`config.mk`:
```
export PLATFORM = sky130hd
export DESIGN_NAME = shift_seq_ctrl
export DESIGN_NICKNAME = d
export VERILOG_FILES = /design/src/rtl/shift_seq_ctrl.sv
export SDC_FILE = /design/constraint.sdc
export NUM_CORES = 1
export LEC_CHECK = 0
export CAP_MARGIN = 25
export CELL_PAD_IN_SITES_DETAIL_PLACEMENT = 1
export CELL_PAD_IN_SITES_GLOBAL_PLACEMENT = 1
export CORE_MARGIN = 4
export CORE_UTILIZATION = 45
export DETAILED_ROUTE_END_ITERATION = 8
export DONT_BUFFER_PORTS = 1
export GPL_TIMING_DRIVEN = 0
export PLACE_DENSITY_LB_ADDON = 0.1
export SETUP_SLACK_MARGIN = 0.15
export SLEW_MARGIN = 10
export SYNTH_ARGS = -nofsm -noshare
export SYNTH_HDL_FRONTEND = slang
export SYNTH_SLANG_ARGS = --single-unit
```
`constraint.sdc`:
```
create_clock -name clk -period 1.8 [get_ports clk]
set_input_delay 0.36 -clock clk [delete_from_list [all_inputs] [get_ports clk]]
set_output_delay 0.36 -clock clk [all_outputs]
set_load 0.005 [all_outputs]
```
`src/rtl/shift_seq_ctrl.sv`:
```
// Load/shift/done sequencer that drives a downstream parallel-load shift register.
// Optional macro SHIFT_SEQ_CNT_EN adds a per-sequence shift_len input (default: fixed 8 shifts).
module shift_seq_ctrl (
    input  logic       clk,
    input  logic       reset,
    input  logic [7:0] data_in,
    input  logic       data_valid,
    input  logic       dir_in,
`ifdef SHIFT_SEQ_CNT_EN
    input  logic [3:0] shift_len,
`endif
    output logic       data_ready,
    output logic [7:0] i,
    output logic       load_enable,
    output logic       shift_left_right,
    output logic       busy,
    output logic       done
);

    typedef enum logic [1:0] {StIdle, StLoad, StShift, StDone} state_e;

    state_e     state_q, state_d;
    logic [3:0] cnt_q, cnt_d;
    logic [7:0] byte_q, byte_d;
    logic       dir_q, dir_d;
    // Terminal count (N-1) latched at the handshake so N cannot change mid-sequence.
    logic [3:0] last_q, last_d;
    logic [3:0] last_sel;

`ifdef SHIFT_SEQ_CNT_EN
    always_comb begin
        if (shift_len == 4'd0 || shift_len > 4'd8) begin
            last_sel = 4'd7;
        end else begin
            last_sel = shift_len - 4'd1;
        end
    end
`else
    assign last_sel = 4'd7;
`endif

    always_ff @(posedge clk or posedge reset) begin
        if (reset) begin
            state_q <= StIdle;
            cnt_q   <= 4'd0;
            byte_q  <= 8'h00;
            dir_q   <= 1'b0;
            last_q  <= 4'd7;
        end else begin
            state_q <= state_d;
            cnt_q   <= cnt_d;
            byte_q  <= byte_d;
            dir_q   <= dir_d;
            last_q  <= last_d;
        end
    end

    always_comb begin
        state_d = state_q;
        cnt_d   = cnt_q;
        byte_d  = byte_q;
        dir_d   = dir_q;
        last_d  = last_q;
        unique case (state_q)
            StIdle: begin
                if (data_valid) begin
                    state_d = StLoad;
                    byte_d  = data_in;
                    dir_d   = dir_in;
                    last_d  = last_sel;
                end
            end
            StLoad: begin
                state_d = StShift;
                cnt_d   = 4'd0;
            end
            StShift: begin
                cnt_d = cnt_q + 4'd1;
                if (cnt_q == last_q) begin
                    state_d = StDone;
                end
            end
            StDone: begin
                state_d = StIdle;
            end
            default: begin
                state_d = StIdle;
            end
        endcase
    end

    // Idle and done both park the downstream register with a continuous load of zero.
    always_comb begin
        data_ready       = 1'b0;
        load_enable      = 1'b1;
        i                = 8'h00;
        shift_left_right = 1'b0;
        busy             = 1'b0;
        done             = 1'b0;
        unique case (state_q)
            StIdle: begin
                data_ready = 1'b1;
            end
            StLoad: begin
                i                = byte_q;
                shift_left_right = dir_q;
                busy             = 1'b1;
            end
            StShift: begin
                load_enable      = 1'b0;
                i                = byte_q;
                shift_left_right = dir_q;
                busy             = 1'b1;
            end
            StDone: begin
                shift_left_right = dir_q;
                busy             = 1'b1;
                done             = 1'b1;
            end
            default: begin
                data_ready = 1'b1;
            end
        endcase
    end

endmodule

```
==> impl_metrics.csv <==
group,metric,value,unit
outcome,status,"finished clean",
global_routing,grtUsageTotal,0.1395,
power_and_ir_drop,peakVddDrop,940.5,uV
logic_synthesis,syn_inst,62,
logic_synthesis,ys_ff_latch,15,
die,initial_core_util,0.4844,
place,globalplace.congestion,0.6839,
sta,rsz0062_at_grt,"yes",
worst_setup_path,endpoint_kind,"output pin",
worst_hold_path,hold_path.class,"in -> async",
clocking,cts_inserted_buffers,3,
logic_synthesis,synth_area_per_cell,11.91,sq um
clocking,htreeDepth,1,
clocking,clk_pin_slew,90,ps
power_and_ir_drop,p_total,1.898,mW
power_and_ir_drop,swShare,0.3397,
worst_setup_path,crit_arrival,1260,ps
sta,hold_slack,11.56,ps
die,core.rowCount,14,
global_routing,grt_max_degree,16,
routing,drt_first_iter_violations,5,
global_routing,antenna_found_initial,0,
power_and_ir_drop,power.leakage,0.4123,nW
finish,syn2layout_area_growth,20.00,%
die,die_h,48.50,um
power_and_ir_drop,p_switching,0.6447,mW
worst_setup_path,path_class,"reg -> out",
clocking,cts_root_buf,"clkbuf_4",
clocking,clock_sinks,15,
power_and_ir_drop,pwr-share-comb,0.600,
place,dpl_worst_slack,58.86,ps
sta,final_hold_viol_count,0,
routing,via_count,497,
routing,routed_wl,1511,um
clocking,cts_tree,"built",
worst_setup_path,worstSetupStartpointType,"register",
logic_synthesis,yosysMostFrequentCell,"dfrtp_1",
clocking,insertion_delay,290,ps
die,dieArea,2352,sq um
logic_synthesis,synth_top_area_cell,"dfrtp_1",
die,ios,25,
sta,fin_ws,180.4,ps
global_routing,gr-total-overflow,0,
sta,tns,0,ps
place,dp.cells,78,
sta,worstMarginPinSlew,587.2,ps
routing,first_pass_iters,2,
logic_synthesis,yosysWarningCount,0,
logic_synthesis,synth_fp_nets,78,
sta,fin_crit,1620,ps
sta,setup_viol,0,
routing,drc,0,
power_and_ir_drop,p_seq_frac,0.298,
sta,period_share,0.8998,
sta,clock.fmax,0.6174,GHz
logic_synthesis,yosysUniqueCellTypes,21,
logic_synthesis,yosys.area.top_type_share,0.5085,
die,fp.coreArea,1524,sq um
logic_synthesis,synth_area,738.2,sq um
place,dp_hpwl,1048,um
routing,vias_per_cell,5.584,
worst_setup_path,critPathMaxFanout,7,
finish,n_antenna_cell,0,
logic_synthesis,ys_top_cells_by_count,"dfrtp_1 (15), mux2_2 (9), and2_1 (8)",
power_and_ir_drop,internal_power,1.253,mW
clocking,cts_buffer_depth,2,
logic_synthesis,netlist_top_cells_area,"dfrtp_1 (51%), mux2_2 (14%), and2_1 (6.8%)",
global_routing,grt_pass1_wl,2587,um
global_routing,grt_pass1_vias,536,
die,die-width,48.50,um
logic_synthesis,yosysSeqAreaShare,0.5085,
power_and_ir_drop,power_density,2143,nW/um^2
finish,fin_cells,89,
place,io_buffer_count,0,
routing,routedWlPerCell,16.98,um
finish,final_nets,90,
routing,ant_nets,0,
logic_synthesis,synthFlopType,"dfrtp_1",
worst_setup_path,required,1440,ps
sta,relSlewSlack,0.6081,
power_and_ir_drop,clockPowerShare,0.102,
sta,finClkSkew,4.265,ps
sta,final-max-slew-violation-count,0,
logic_synthesis,synth_edf_count,0,
job,maxCapViolations,0,
finish,drive_gt1_frac,0.5205,
logic_synthesis,async_flop_share,1.000,
-- placed cells by master (no fill, tap or decap), drive strengths merged, types with 2 or more instances in the layout --
| cell type | count |
|---|---|
| o21ai | 3 |
| buf | 8 |
| clkbuf | 3 |
| nand3 | 3 |
| dfrtp | 15 |
| and2 | 8 |
| ha | 4 |
| mux2 | 10 |
| inv | 7 |
| nand2 | 2 |
-- through the flow --
| step | util | area [sq um] |
|---|---|---|
| after CTS | 0.5616 | 855.8 |
| after detailed placement | 0.4975 | 758.2 |
| final | 0.5813 | 885.9 |
| after floorplan | - | 738.2 |
| after global routing | 0.5813 | 885.9 |
| after global placement | 0.4975 | 758.2 |
-- power by group through the flow --
stage / clock network [mW] / registers (mW) / logic (mW)
floorplan: 0 / 0.546 / 0.587
global placement: 0 / 0.562 / 0.699
detailed placement: 0 / 0.573 / 0.712
CTS: 0.200 / 0.561 / 1.01
global route: 0.222 / 0.585 / 1.25
finish: 0.194 / 0.566 / 1.14
-- cell type report --
cell class	instances	area [sq um]
buffer	1	15.01
fill	163	638.1
inverter	7	26.28
clock buffer	3	22.52
multi-input combinational	39	365.4
timing repair buffer	7	56.30
sequential	15	375.4
tap	16	20.02
clock inverter	1	5.005
-- metal layers --
metal | up-vias | global-route usage | share of wire | wire length, um
met5 | - | 0 | 0 | 0
met3 | 4 | 0.04601 | 0.072 | 109
met2 | 18 | 0.2261 | 0.51 | 774
met1 | 240 | 0.1644 | 0.40 | 604
met4 | 0 | 0.06726 | 0.015 | 23
li1 | 235 | - | - | -
-- flip-flops by register name, indices dropped and copies added (netlist names) --
| name | count |
|---|---|
| byte_q | 8 |
| cnt_q | 4 |
| dir_q | 1 |
| state_q | 2 |
-- worst paths after layout --
check / startpoint / to / slack [ps] / cells past startpoint
worst max-delay path: state_q[1] / i[2] / 180 / 4
worst min-delay path: reset / byte_q[5] / 10 / 1
worst max register to register: state_q[1] / state_q[1] / 330 / 4
worst min register to register: byte_q[0] / byte_q[0] / 520 / 1
max in group asynchronous: reset / cnt_q[1] / 1410 / 1
min in group clk: data_in[7] / byte_q[7] / 220 / 1
-- worst max-delay path, stage by stage, from the launching register on --
cell and delay, ps:
dfrtp_1 380, inv_2 50, ha_4 290, buf_8 110, and2_4 130
-- timing repair --
item                                    in CTS  in global routing
resized for setup                           11                  6
buffers inserted                             5                  2
pin swaps                                    1                  3
hold buffers                                 0                  0
endpoints found under the setup margin       9                  9
gates cloned                                 0                  0
-- logic make-up after synthesis --
| logic type | count (synthesis) | share of synthesized area |
|---|---|---|
| AOI/OAI and AO/OA | 8 | 0.08475 |
| muxes | 10 | 0.1576 |
| and+or+nand+nor | 17 | 0.1407 |
| adders and majority gates | 4 | 0.06780 |
| DFF | 15 | 0.5085 |
| buffers and inverters | 8 | 0.04067 |
(Power assumes the default switching activity.)
